**src/rtl/keypad_scanner.sv**
```systemverilog
// keypad_scanner: 4x4 active-low matrix keypad scanner with column synchroniser,
// press/release debounce and 4-bit key encoding. Auto-repeat: define KEYPAD_AUTOREPEAT_EN.
module keypad_scanner #(
  parameter int SCAN_DIV     = 16,
  parameter int DEBOUNCE_CNT = 1000,
  parameter int PRESS_HOLD   = 8,
  parameter int REPEAT_CYC   = 500000
) (
  input  logic       clk,
  input  logic       reset,
  input  logic [3:0] col_in,
  output logic [3:0] row_out,
  output logic [3:0] key_val,
  output logic       key_press,
  output logic       key_busy
);

  typedef enum logic [2:0] {
    SCAN         = 3'd0,
    DEBOUNCE     = 3'd1,
    LOAD         = 3'd2,
    PRESS        = 3'd3,
    WAIT_RELEASE = 3'd4
  } state_t;

  localparam int DIV_W  = $clog2(SCAN_DIV);
  localparam int DEB_W  = $clog2(DEBOUNCE_CNT + 1);
  localparam int HOLD_W = $clog2(PRESS_HOLD + 1);
  localparam logic [DIV_W-1:0]  DIV_LAST  = DIV_W'(SCAN_DIV - 1);
  localparam logic [DEB_W-1:0]  DEB_LAST  = DEB_W'(DEBOUNCE_CNT - 1);
  localparam logic [HOLD_W-1:0] HOLD_LAST = HOLD_W'(PRESS_HOLD - 1);

  if (SCAN_DIV < 2 || DEBOUNCE_CNT < 1 || PRESS_HOLD < 1 || REPEAT_CYC < 1) begin : g_param_check
    $error("keypad_scanner: illegal parameter value");
  end

  // {valid, index}: valid only when exactly one column is pulled low
  function automatic logic [2:0] decode_col(input logic [3:0] cols);
    case (cols)
      4'b1110: decode_col = {1'b1, 2'd0};
      4'b1101: decode_col = {1'b1, 2'd1};
      4'b1011: decode_col = {1'b1, 2'd2};
      4'b0111: decode_col = {1'b1, 2'd3};
      default: decode_col = {1'b0, 2'd0};
    endcase
  endfunction

  function automatic logic [3:0] encode_key(input logic [1:0] row, input logic [1:0] col);
    case ({row, col})
      4'h0:    encode_key = 4'd1;
      4'h1:    encode_key = 4'd2;
      4'h2:    encode_key = 4'd3;
      4'h3:    encode_key = 4'd10;
      4'h4:    encode_key = 4'd4;
      4'h5:    encode_key = 4'd5;
      4'h6:    encode_key = 4'd6;
      4'h7:    encode_key = 4'd11;
      4'h8:    encode_key = 4'd7;
      4'h9:    encode_key = 4'd8;
      4'hA:    encode_key = 4'd9;
      4'hB:    encode_key = 4'd12;
      4'hC:    encode_key = 4'd14;
      4'hD:    encode_key = 4'd0;
      4'hE:    encode_key = 4'd15;
      4'hF:    encode_key = 4'd13;
      default: encode_key = 4'd0;
    endcase
  endfunction

  function automatic logic [3:0] row_drive(input logic [1:0] row);
    case (row)
      2'd0:    row_drive = 4'b1110;
      2'd1:    row_drive = 4'b1101;
      2'd2:    row_drive = 4'b1011;
      2'd3:    row_drive = 4'b0111;
      default: row_drive = 4'b1111;
    endcase
  endfunction

  logic [3:0]        sync_meta_r, col_sync_r, col_s;
  state_t            state_r, state_next_s;
  logic [1:0]        row_r, row_next_s;
  logic [DIV_W-1:0]  div_r, div_next_s;
  logic [DEB_W-1:0]  deb_r, deb_next_s;
  logic [HOLD_W-1:0] hold_r, hold_next_s;
  logic [3:0]        col_lat_r, col_lat_next_s;
  logic [1:0]        col_idx_r, col_idx_next_s;
  logic [3:0]        key_val_r, key_val_next_s;
  logic [2:0]        col_dec_s;
  logic [3:0]        row_out_r;
  logic              key_press_r, key_busy_r;
`ifdef KEYPAD_AUTOREPEAT_EN
  localparam int RPT_W = $clog2(REPEAT_CYC + 1);
  localparam logic [RPT_W-1:0] RPT_LAST = RPT_W'(REPEAT_CYC - 1);
  logic [RPT_W-1:0]  rpt_r, rpt_next_s;
`endif

  assign col_s = col_sync_r;

  // Two-flop synchroniser for the asynchronous column lines
  always_ff @(posedge clk) begin
    if (reset) begin
      sync_meta_r <= 4'hF;
      col_sync_r  <= 4'hF;
    end else begin
      sync_meta_r <= col_in;
      col_sync_r  <= sync_meta_r;
    end
  end

  // Next-state and counter logic
  always_comb begin
    state_next_s   = state_r;
    row_next_s     = row_r;
    div_next_s     = div_r;
    deb_next_s     = deb_r;
    hold_next_s    = hold_r;
    col_lat_next_s = col_lat_r;
    col_idx_next_s = col_idx_r;
    key_val_next_s = key_val_r;
    col_dec_s      = decode_col(col_s);
`ifdef KEYPAD_AUTOREPEAT_EN
    rpt_next_s     = {RPT_W{1'b0}};
`endif
    case (state_r)
      SCAN: begin
        if (div_r == DIV_LAST) begin
          div_next_s = {DIV_W{1'b0}};
          if (col_dec_s[2]) begin
            state_next_s   = DEBOUNCE;
            col_lat_next_s = col_s;
            col_idx_next_s = col_dec_s[1:0];
            deb_next_s     = {DEB_W{1'b0}};
          end else begin
            row_next_s = row_r + 2'd1;
          end
        end else begin
          div_next_s = div_r + 1'b1;
        end
      end
      DEBOUNCE: begin
        if (col_s == col_lat_r) begin
          if (deb_r == DEB_LAST) begin
            state_next_s   = LOAD;
            deb_next_s     = {DEB_W{1'b0}};
            key_val_next_s = encode_key(row_r, col_idx_r);
          end else begin
            deb_next_s = deb_r + 1'b1;
          end
        end else begin
          state_next_s = SCAN;
          row_next_s   = row_r + 2'd1;
          deb_next_s   = {DEB_W{1'b0}};
        end
      end
      LOAD: begin
        state_next_s = PRESS;
        hold_next_s  = {HOLD_W{1'b0}};
      end
      PRESS: begin
        if (hold_r == HOLD_LAST) begin
          state_next_s = WAIT_RELEASE;
          hold_next_s  = {HOLD_W{1'b0}};
          deb_next_s   = {DEB_W{1'b0}};
        end else begin
          hold_next_s = hold_r + 1'b1;
        end
      end
      WAIT_RELEASE: begin
        if (col_s == 4'hF) begin
          if (deb_r == DEB_LAST) begin
            state_next_s = SCAN;
            row_next_s   = row_r + 2'd1;
            deb_next_s   = {DEB_W{1'b0}};
            div_next_s   = {DIV_W{1'b0}};
          end else begin
            deb_next_s = deb_r + 1'b1;
          end
        end else begin
          deb_next_s = {DEB_W{1'b0}};
`ifdef KEYPAD_AUTOREPEAT_EN
          // Hold timer only runs while the latched column itself stays low
          if (col_s[col_idx_r] == 1'b0) begin
            if (rpt_r == RPT_LAST) begin
              state_next_s = PRESS;
              hold_next_s  = {HOLD_W{1'b0}};
            end else begin
              rpt_next_s = rpt_r + 1'b1;
            end
          end else begin
            rpt_next_s = {RPT_W{1'b0}};
          end
`endif
        end
      end
      default: begin
        state_next_s = SCAN;
        row_next_s   = 2'd0;
        div_next_s   = {DIV_W{1'b0}};
        deb_next_s   = {DEB_W{1'b0}};
        hold_next_s  = {HOLD_W{1'b0}};
      end
    endcase
  end

  // State, counters and registered outputs
  always_ff @(posedge clk) begin
    if (reset) begin
      state_r     <= SCAN;
      row_r       <= 2'd0;
      div_r       <= {DIV_W{1'b0}};
      deb_r       <= {DEB_W{1'b0}};
      hold_r      <= {HOLD_W{1'b0}};
      col_lat_r   <= 4'hF;
      col_idx_r   <= 2'd0;
      key_val_r   <= 4'd0;
      row_out_r   <= 4'b1110;
      key_press_r <= 1'b0;
      key_busy_r  <= 1'b0;
`ifdef KEYPAD_AUTOREPEAT_EN
      rpt_r       <= {RPT_W{1'b0}};
`endif
    end else begin
      state_r     <= state_next_s;
      row_r       <= row_next_s;
      div_r       <= div_next_s;
      deb_r       <= deb_next_s;
      hold_r      <= hold_next_s;
      col_lat_r   <= col_lat_next_s;
      col_idx_r   <= col_idx_next_s;
      key_val_r   <= key_val_next_s;
      row_out_r   <= row_drive(row_next_s);
      key_press_r <= (state_next_s == PRESS);
      key_busy_r  <= (state_next_s != SCAN);
`ifdef KEYPAD_AUTOREPEAT_EN
      rpt_r       <= rpt_next_s;
`endif
    end
  end

  assign row_out   = row_out_r;
  assign key_val   = key_val_r;
  assign key_press = key_press_r;
  assign key_busy  = key_busy_r;

endmodule
```
**config.mk**
```make
export PLATFORM = sky130hd
export DESIGN_NAME = keypad_scanner
export DESIGN_NICKNAME = d
export VERILOG_FILES = /design/src/rtl/keypad_scanner.sv
export SDC_FILE = /design/constraint.sdc
export NUM_CORES = 1
export LEC_CHECK = 0
export CAP_MARGIN = 20
export CORE_MARGIN = 10
export CORE_UTILIZATION = 52
export CTS_BUF_LIST = sky130_fd_sc_hd__clkbuf_8 sky130_fd_sc_hd__clkbuf_16
export CTS_CLUSTER_SIZE = 25
export DETAILED_ROUTE_END_ITERATION = 6
export HOLD_SLACK_MARGIN = 0.15
export PLACE_DENSITY_LB_ADDON = 0.05
export SLEW_MARGIN = 40
export SYNTH_ARGS = -nofsm -noshare
export SYNTH_HDL_FRONTEND = slang
export SYNTH_SLANG_ARGS = --single-unit
```
**constraint.sdc**
```tcl
create_clock -name clk -period 1.8 [get_ports clk]
set_input_delay 0.45 -clock clk [delete_from_list [all_inputs] [get_ports clk]]
set_output_delay 0.45 -clock clk [all_outputs]
set_load 0.01 [all_outputs]
```
**Word-level counts from Yosys, hierarchy flattened**

Memories as Yosys holds them, arrays and structs flattened. A register that Yosys moved wholly into a read port is not among the register bits.
Index checks and enable logic that the tools add are counted.
W data, S select, Z words.

- Multipliers: 0
- Reductions and logical operators: 10
- Add/sub/neg operators: 4
- Eq/ne operators: 22
- Divide/modulo/power cells: 0
- Muxes and demuxes: 29
- Shift operators: 0
- $lt $le $gt $ge: 0
- Bitwise logic cells: 2

Operators with widths:

| kind | number |
|---|---|
| $mux W10 | 6 |
| $pmux W10 S5 | 1 |
| $mux W3 | 7 |
| $eq A4 B4 Y1 const B | 5 |
| $mux W4 | 4 |
| $pmux W4 S4 | 1 |
| $pmux W3 S5 | 1 |
| $pmux W3 S4 | 1 |
| $pmux W4 S3 | 1 |
| $add A10 B1 Y10 const B | 1 |
| $eq A10 B10 Y1 const B | 1 |
| $mux W2 | 5 |
| $ne A2 B2 Y1 const B | 5 |
| $eq A3 B2 Y1 const B | 3 |
| $reduce_and A3 Y1 | 3 |
| $add A4 B1 Y4 const B | 2 |
| $eq A4 B3 Y1 const B | 2 |
| $pmux W2 S4 | 1 |
| $pmux W4 S2 | 1 |
| $reduce_or A3 Y1 | 2 |
| $eq A2 B2 Y1 const B | 2 |
| $eq A4 B4 Y1 | 1 |
| $reduce_and A4 Y1 | 1 |
| $eq A3 B1 Y1 const B | 1 |
| 8 further kinds | 9 |

- Bits of input ports: 6
- RAM bits: 0
- Output and inout port bits: 10
- Memories kept: 1
- Bits in read-only memories: 64
- Latch bits: 0
- Flip-flop bits (word level): 43
- Word-level logic and storage cells: 80

Memory list:

| name | depth | width | rd ports | clocked after Yosys merged registers in | write ports | RTL line | text |
|---|---|---|---|---|---|---|---|
| (no name shown) | 16 | 4 | 1 | 1 | 0 | 49 | `case ({row, col})` |

**Depth between registers and ports, before layout**

- Depth in word-level cells: 7
- Gate-level depth with buffers: 8
- Gate-level depth less buffers: 7

**Worst setup path before layout**

Ideal clock, no wire load.

- Path type: register -> register
- Start: register deb_r[0]
- End: register row_r[1]
- Cell stages (with the launch flop): 8
- Slack: -0.156 ns
- Clock period less this slack: 1.956 ns
- Data required time: 1.669 ns
- Arrival time: 1.825 ns
- Library setup time: 0.131 ns
- Path buffers: 0
- Path through: dfxtp_1 > ha_1 > and3_1 > nand4_1 > o211a_1 > nor4b_1 > nand2b_1 > a31oi_1

- Word-level cells in the longest chain between the ends: 4

Ends and longest elaborated chain:

| item | RTL line | text |
|---|---|---|
| start: declaration | 84 | `logic [DEB_W-1:0] deb_r, deb_next_s;` |
| start signal: assignment | 212 | `deb_r <= {DEB_W{1'b0}};` |
| start signal: assignment | 227 | `deb_r <= deb_next_s;` |
| $eq A10 B10 Y1 | 171 | `if (deb_r == DEB_LAST) begin` |
| $mux W2 | 171 |  |
| $mux W2 | 170 | `if (col_s == 4'hF) begin` |
| $pmux W2 S4 | 125 | `case (state_r)` |
| end signal: assignment | 225 | `row_r <= row_next_s;` |
| end: declaration | 82 | `logic [1:0] row_r, row_next_s;` |

Every way passes these cells.
A chain may end at the register's enable or synchronous reset.

**Final worst setup path**

- Start: register col_sync_r[3], in the netlist col_s[3]
- End: register row_out_r[2], in the netlist row_out[2]

- Word-level cells in the longest chain between the ends: 7
- Elaborated cells on any way between the ends: 17
- Those cells by class: 9 x eq/ne; 7 x mux; 1 x reduce/logical

Ends and longest elaborated chain:

| item | RTL line | text |
|---|---|---|
| start: declaration | 80 | `logic [3:0] sync_meta_r, col_sync_r, col_s;` |
| start signal: assignment | 107 | `col_sync_r <= sync_meta_r;` |
| $eq A4 B3 Y1 or $eq A4 B4 Y1 (tied branches) | 39 | `case (cols)` |
| $pmux W3 S4 | 39 |  |
| $mux W2 | 129 | `if (col_dec_s[2]) begin` |
| $mux W2 | 127 | `if (div_r == DIV_LAST) begin` |
| $pmux W2 S4 * | 125 |  |
| $eq A2 B2 Y1 (tied with other cells) | 71 | `case (row)` |
| $pmux W4 S4 * | 71 |  |
| end signal: assignment | 232 | `row_out_r <= row_drive(row_next_s);` |
| end: declaration | 90 | `logic [3:0] row_out_r;` |

Mark *: on every way between the ends. The rest lies on a longest branch, timed or not.

==> results.cfg <==
[sta]
fin_ws_ns = -0.06146
setup_viol = 6
fin_crit_sh_pct = 103.4
min_period_ns = 1.861
hold_violations = 0
drv_slew = 0
fin_tns_setup_ns = -0.1737
skew_ns = 0.008709
tightestPinTransition_ns = 0.4632
max_freq_mhz = 537.2
grt_setup_unrepaired = yes
relSlewSlack_pct = 69.08

[yosys]
synth_area_um2 = 2266
synth_area_per_cell_um2 = 8.749
yosys.area_share.simple_pct = 25.23
seq_area_frac_synth_pct = 41.52
yosysTopAreaCellShare_pct = 41.52
async_flop_share_pct = 0
ys_ff_latch = 47
yosysWarnings = 0
yosys.area_share.adder_pct = 4.417
synth-compound-area-share_pct = 15.85
postSynthCellCount = 259
synth_top_family_by_area = simple AND/OR/NAND/NOR gates
yosysUniqueCellTypes = 49
synthTopCellsByArea = dfxtp_1, a21oi_1, nor2_1
synth_mux_area_share_pct = 4.473
synth_fp_nets = 273
synthXorXnorAreaFrac_pct = 5.025
synth_ff_type = dfxtp_1
yosysTopAreaCell = dfxtp_1
synth_edf_count = 0

[detailed_routing]
wl_per_cell_um = 13.79
drtIter0Drc = 162
via_per_inst = 5.364
drt_pass1_iterations = 4
vias = 1990
drt_wl_total_um = 5115
ant_nets = 0
drc = 0

[critical_path]
crit_fanout = 3
end_kind = flip-flop
cp.required_ns = 1.99
arrival_ns = 2.05
start_kind = flip-flop
reg2reg_depth = 7
criticalPathCategory = flip-flop to flip-flop

[global_routing]
grt_pass1_wl_um = 8797
busiest_layer = met2
met2_usage_pct = 25.02
first_global_vias = 1975
gr-usage-met3_pct = 3.217
antenna_found_initial = 0
grt_use_total_pct = 13.98
grt_overflow = 0
grt_max_degree = 27
grtUsageMet1_pct = 16.34

[cells_and_area]
layout_common_cells = buf_4, dfxtp_1, nor2_1, nand2_1, a21oi_1
final_common_cell = buf_4
num_antenna_cells = 0
seqCellArea_um2 = 950.9
area_growth_pct = 34.90
nFillCells = 318
drive_gt1_share_pct = 32.09
multiInputGateArea_um2 = 1391
fin_util_pct = 74.28
nets = 334
design_area_um2 = 3057

[clocking]
htree_levels = 2
cts_tree = built
clock-sinks = 47
cts-root-buf = clkbuf_8
clk_latency_ns = 0.30
clkTransAtPathRegs_ns = 0.09
numCtsBuffers = 5
clockBufferDepth = 2

[min_path]
whs_path_depth = 1
hold_path.class = flip-flop to flip-flop

[placed_design]
io_buffers = 15
place_congestion = 0.8301
place_area_um2 = 2790
hpwl_um = 3579

[job]
cap_viol_max_count = 0

[power]
p_leak_nw = 1.210
clock_power_share_pct = 34.9
seqPwrFrac_pct = 58.2
power.total_w = 0.001825
p_comb_share_pct = 6.9
max-vdd-ir-drop_mv = 0.5651
switching_share_pct = 23.82
power_density_nw_per_um2 = 596.9
net-switching-power_w = 0.0004346
p_int_w = 0.001390

[floorplan]
io_pins = 16
die_area_um2 = 7398
rows = 23
die_x_um = 86.01
start_util_pct = 55.06
core_area_um2 = 4115
die_h_um = 86.01

[outcome]
status = finished with violations
violations = setup timing
## routing by layer
layer | share of wire (%) | routed length [um]
met1 | 43 | 2214
met2 | 53 | 2716
met3 | 2.8 | 141
met5 | 0 | 0
met4 | 0.82 | 42
## layout make-up
type                    count  share of cell area (%)
clock buffers               5                   2.251
repair buffers             67                   18.05
flip-flops and latches     47                   31.11
inverters                   3                  0.3684
multi-input cells         196                   45.52
clock inverters             3                  0.6549
well taps                  50                   2.047
## worst max-delay path, cell delays in order, from the launching register on
cell and delay, ns:
dfxtp_2 0.34, nand4_1 0.15, or4b_4 0.53, o221ai_4 0.24, buf_4 0.14, buf_4 0.10
nand2_1 0.07, a21o_1 0.19
## registers in the layout (all words and copies together) (netlist names)
| signal | flops |
|---|---|
| row_out | 4 |
| key_val | 4 |
| key_busy | 1 |
| deb_r | 10 |
| div_r | 4 |
| key_press | 1 |
| state_r | 3 |
| row_r | 2 |
| col_s | 4 |
| hold_r | 4 |
| col_idx_r | 2 |
| sync_meta_r | 4 |
| col_lat_r | 4 |
## cell families (layout without fill, tap and decap cells)
| group | Yosys count | count (layout) |
|---|---|---|
| compound gates | 54 | 54 |
| xor+xnor | 13 | 13 |
| fa+ha+maj | 8 | 8 |
| buf+inv | 16 | 78 |
| flops | 47 | 47 |
| mux | 10 | 10 |
| simple gates | 111 | 111 |
## cells in the mapped netlist (3+ instances only)
cell type / instances
and3_1: 6
a22oi_1: 3
a21oi_1: 22
nor2b_1: 3
nand2b_1: 5
buf_2: 3
mux2i_1: 9
ha_1: 8
nand3_1: 9
dfxtp_1: 47
or3_1: 5
or2_2: 8
nor2_1: 28
xnor2_1: 6
o21ai_0: 12
nor3_1: 7
nand2_1: 23
clkbuf_1: 7
inv_1: 3
xor2_1: 7
## power by group through the flow
stage               Sequential [W]  Clock [W]  Combinational [W]
finish                     0.00106   0.000636           0.000126
global route               0.00106   0.000686           0.000138
CTS                        0.00106   0.000643           0.000123
detailed placement         0.00109          0           0.000110
global placement           0.00109          0           0.000107
floorplan                  0.00108          0          0.0000690
## stage by stage
| step | hold slack, ns | setup slack [ns] | std cells |
|---|---|---|---|
| after detailed placement | 0.3928 | -0.1498 | 355 |
| after global routing | 0.4273 | -0.1500 | 371 |
| after floorplan | 0.3895 | -0.008771 | 259 |
| final | 0.4125 | -0.06146 | 371 |
| after global placement | 0.3923 | -0.1471 | 355 |
| after CTS | 0.4141 | -0.05023 | 368 |
## timing repair
action / CTS / global route
endpoints found under the hold margin: 0 / 0
pin swaps: 13 / 12
hold buffers: 0 / 0
resized for setup: 17 / 13
setup endpoints to repair: 19 / 24
buffers inserted: 5 / 3
## path summary, 6_finish.rpt
path | from | to | slack [ns]
worst max-delay path | col_s[3]$_SDFF_PP1_ | row_out[2]$_SDFF_PP1_ | -0.06
worst min register to register | sync_meta_r[0]$_SDFF_PP1_ | col_s[0]$_SDFF_PP1_ | 0.41
worst min-delay path | sync_meta_r[0]$_SDFF_PP1_ | col_s[0]$_SDFF_PP1_ | 0.41
worst max register to register | col_s[3]$_SDFF_PP1_ | row_out[2]$_SDFF_PP1_ | -0.06
Note: power is estimated with default switching activity, not from simulation.
==> patch 1: new RTL, config.mk and constraints unchanged <==
Make the reset (`reset`) asynchronous in 2 clocked blocks.
--- a/src/rtl/keypad_scanner.sv
+++ b/src/rtl/keypad_scanner.sv
@@ -100,3 +100,3 @@
   // Two-flop synchroniser for the asynchronous column lines
-  always_ff @(posedge clk) begin
+  always_ff @(posedge clk or posedge reset) begin
     if (reset) begin
@@ -206,3 +206,3 @@
   // State, counters and registered outputs
-  always_ff @(posedge clk) begin
+  always_ff @(posedge clk or posedge reset) begin
     if (reset) begin
Check against the original RTL: no difference found for any inputs over 10 cycles, from zero or initial values and one cycle with reset high; that may be too few to reach the edited logic, so the function may still have changed.
==> patch 1 against the unedited design <==
Critical endpoint is now row_out[2]$_DFF_PP1_. Worst setup slack worse by 0.12 ns. Count of clock-buffer cells in the layout stayed put. Clock skew fell by 0.00076 ns. Sequential cell count did not move. The run still ends with negative setup slack left. Maximum frequency is 6.2% lower. Routed wire length rose by 2.4%. Sequential share of layout area is 7.0 points higher. Area after synthesis rose by 9.3%. Design area rose by 2.7%. Die area rose by 7.1%.
Power is not compared: it rests on default switching activity, and its combinational part moved more than twofold at a synthesized area within 25%.
==> patch 1: results (changes against the unedited design) <==
[finish]
fill_cells = 351  ; was 318
layout-drive-gt1-share_pct = 35.9  ; was 32.1%
top_register = deb_r  ; unchanged
seq_area_mm2 = 0.00119  ; was 951 um^2
layout.nets = 297  ; was 334

[yosys]
yosys-top-cells-area = dfrtp_1 (32%), dfstp_2 (16%), ha_1 (4.0%)  ; was dfxtp_1 (42%), a21oi_1 (4.9%), nor2_1 (4.6%)
yosys.cell_count.top_type = dfrtp_1  ; was dfxtp_1
ys_types = 54  ; was 49
synth_compound_area_share_pct = 15.8  ; about the same
ys_seq_area_share_pct = 48.3  ; was 41.5%
synth_xor_area_share_pct = 3.79  ; was 5.02%
syn-num-nets = 245  ; was 273
ys_async_sr_fraction_pct = 100  ; was 0%
synth_adder_area_share_pct = 4.04  ; was 4.42%
synth_common_cells = dfrtp_1 (32), nand2_1 (25), o21ai_0 (18)  ; was dfxtp_1 (47), nor2_1 (28), nand2_1 (23)
muxShareOfSynthArea_pct = 3.94  ; was 4.47%

[route]
via_per_inst = 5.71  ; was 5.36
wl_um = 5240  ; was 5120 um
initialDrtViolationCount = 114  ; was 162

[run_status]
violations = negative setup slack  ; unchanged
run_status = finished with violations  ; unchanged

[pwr]
peakVddDrop_mv = 0.576

[clock_network]
clk_pin_slew_ns = 0.08
cts_buffer_depth = 2  ; unchanged
cts_buffers = 5  ; unchanged
clock_latency_ns = 0.30  ; about the same

[timing]
clock_skew_ns = 0.00795  ; was 0.00871 ns
max_slew_margin_pct = 69.1  ; about the same
worst_slack_ns = -0.184  ; was -0.0615 ns
fin_setup_tns_ns = -1.64  ; was -0.174 ns
timing.hold.ws_ns = 0.361  ; was 0.412 ns
report.final.setup_viol = 19  ; was 6

[setup_path]
worstSetupStartpoint = col_s[3]$_DFF_PP1_  ; was col_s[3]$_SDFF_PP1_
crit_fanout = 4  ; was 3
critPathCaptureType = flop  ; unchanged
r2r_end = row_out[2]$_DFF_PP1_  ; was row_out[2]$_SDFF_PP1_
cp_slowest_stage_delay_ns = 0.60  ; was 0.53 ns
crit_arrival_ns = 2.22  ; was 2.05 ns
cp_slowest_cell = dfstp_2  ; was or4b_4
reg2regPathDepth = 7  ; unchanged

[hold_path]
holdPathStages = 0  ; was 1
min_to = col_s[2]$_DFF_PP1_  ; was col_s[0]$_SDFF_PP1_
worst_hold_startpoint = sync_meta_r[2]$_DFF_PP1_  ; was sync_meta_r[0]$_SDFF_PP1_

[place]
dp_hpwl_um = 3730  ; was 3580 um
pre_cts_slack_ns = -0.104  ; was -0.150 ns
portBuffers = 15  ; unchanged
gp_congestion = 0.824  ; was 0.830

[global_routing]
grt_pass1_vias = 1892  ; was 1975
antenna_found_initial = 0  ; unchanged
grt_max_degree = 48  ; was 27
grt_pass1_wl_um = 8760  ; was 8800 um
gr-usage-all-layers_pct = 14.1  ; was 14.0%

## patch 1: through the flow
stage | power [uW] | std cells | util (%) | area [um^2]
6_report | 2960 | 338 | 67.3 | 3140
5_1_grt | 3140 | 338 | 67.3 | 3140
4_1_cts | 2910 | 334 | 65.4 | 3050
3_5_place_dp | 2270 | 319 | 61.1 | 2850
3_3_place_gp | 2210 | 319 | 61.1 | 2850
2_1_floorplan | 2030 | 231 | - | 2480
## patch 1: cell families after synthesis
group                    count (synthesis)
AND/OR/NAND/NOR                         80
AO/OA/AOI/OAI                           60
flip-flops                              47
buffers and inverters                   18
XOR/XNOR                                 9
multiplexers                             9
adder cells (fa/ha/maj)                  8
## patch 1: report_power, final
part / leakage, uW / internal [uW] / switching, uW
Sequential: 0.000587 / 1280 / 198
Clock: 0.0000496 / 267 / 347
Combinational: 0.000771 / 455 / 406
Total: 0.00141 / 2000 / 951
## patch 1: cell type report
| type | instances | share of cell area, % |
|---|---|---|
| clock buffers | 5 | 2.19 |
| clock inverters | 3 | 0.478 |
| inverters | 8 | 0.957 |
| multi-input cells | 166 | 40.6 |
| flip-flops and latches | 47 | 38.1 |
| well taps | 54 | 2.15 |
| repair buffers | 55 | 15.5 |
## patch 1: per-layer routing
metal  GRT usage (%)  wire (um)
met2            24.5       2730
met4            5.06         79
met5               0          0
met1            16.6       2240
met3            3.19        187
## patch 1: timing repair
action / CTS / global route
setup buffers: 7 / 5
endpoints found under the hold margin: 0 / 0
setup endpoints to repair: 22 / 29
cloned: 0 / 0
pin swaps: 6 / 16
gates resized for setup: 25 / 13
==> patch 2: new RTL, same flow settings <==
Without the edit above. Add a define of `KEYPAD_AUTOREPEAT_EN`.
--- a/src/rtl/keypad_scanner.sv
+++ b/src/rtl/keypad_scanner.sv
@@ -2,2 +2,4 @@
 // press/release debounce and 4-bit key encoding. Auto-repeat: define KEYPAD_AUTOREPEAT_EN.
+`define KEYPAD_AUTOREPEAT_EN
+
 module keypad_scanner #(
Check against the original RTL: no difference found for any inputs over 10 cycles, from zero or initial values and one cycle with reset high; that may be too few to reach the edited logic, so the function may still have changed.
==> patch 2 against the unedited design <==
The flow still finishes with violations (negative setup slack). Area after synthesis is 41% higher. Worst setup slack improved by 0.024 ns. Sequential cell count grew 19. Sequential power rose by 40%. Non-clock buffer count grew 17. Count of clock-buffer cells in the layout grew 5. Routed wire length increased by 53%. Design area increased by 44%. Power grew 55%. Largest power group unchanged.
==> patch 2: results (changes against the unedited design) <==
[clock_network]
cts_buffers = 9  ; was 5
clk_pin_slew_ns = 0.07  ; was 0.09 ns
htree_levels = 3  ; was 2

[timing]
worst_slack_ns = -0.0374  ; was -0.0615 ns
max_slew_margin_pct = 72.4  ; was 69.1%
report.final.setup_viol = 9  ; was 6

[finish]
seq_area_mm2 = 0.00134  ; was 951 um^2
layout-drive-gt1-share_pct = 35.3  ; was 32.1%
nMultiInputCombCells = 272  ; was 196
layout.nets = 458  ; was 334
clk_share_pct = 4.20  ; was 2.91%
fill_cells = 455  ; was 318

[pwr]
peakVddDrop_mv = 0.491  ; was 0.565 mV
p_seq_share_pct = 52.5  ; was 58.2%
p_sw_share_pct = 22.2  ; was 23.8%
p_switching_uw = 626  ; was 435 uW

[route]
wl_met3_um = 289  ; was 141 um
vias = 2862  ; was 1990

[global_routing]
grt_pass1_vias = 2678  ; was 1975
grt_max_degree = 26  ; was 27
gr-usage-all-layers_pct = 14.8  ; was 14.0%
grt_pass1_wl_um = 12100  ; was 8800 um

[place]
dp.cells = 495  ; was 355

[run_status]
run_status = finished with violations  ; unchanged
violations = negative setup slack  ; unchanged

[setup_path]
reg2regPathDepth = 4  ; was 7
r2r_end = rpt_r[13]$_SDFF_PP0_  ; was row_out[2]$_SDFF_PP1_
crit_fanout = 8  ; was 3

[floorplan]
tapCellCount = 75  ; was 50
rows = 28  ; was 23

[yosys]
synth_common_cells = dfxtp_1 (66), nor2_1 (49), nand2_1 (27)  ; was dfxtp_1 (47), nor2_1 (28), nand2_1 (23)
muxShareOfSynthArea_pct = 3.21  ; was 4.47%
yosys-top-cells-area = dfxtp_1 (41%), nor2_1 (5.8%), xor2_1 (4.7%)  ; was dfxtp_1 (42%), a21oi_1 (4.9%), nor2_1 (4.6%)
syn-num-nets = 377  ; was 273
synth.avg_cell_area_um2 = 8.83  ; was 8.75 um^2
ys_types = 56  ; was 49
synth_xor_area_share_pct = 9.04  ; was 5.02%

[patch 2: worst min path at each step]
stage / startpoint / endpoint / slack, ns / cells past startpoint
2_1_floorplan: sync_meta_r[0]$_SDFF_PP1_ / col_s[0]$_SDFF_PP1_ / 0.39 / 1
3_3_place_gp: sync_meta_r[3]$_SDFF_PP1_ / col_s[3]$_SDFF_PP1_ / 0.40 / 1
3_5_place_dp: sync_meta_r[2]$_SDFF_PP1_ / col_s[2]$_SDFF_PP1_ / 0.39 / 1
4_1_cts: sync_meta_r[2]$_SDFF_PP1_ / col_s[2]$_SDFF_PP1_ / 0.41 / 1
5_1_grt: sync_meta_r[2]$_SDFF_PP1_ / col_s[2]$_SDFF_PP1_ / 0.43 / 1
6_report: sync_meta_r[2]$_SDFF_PP1_ / col_s[2]$_SDFF_PP1_ / 0.41 / 1
[patch 2: critical path, stage by stage, from the launching register on]
cell and delay, ns:
dfxtp_4 0.36, mux4_2 0.56, or4_4 0.46, o21bai_4 0.28, nor2_2 0.13
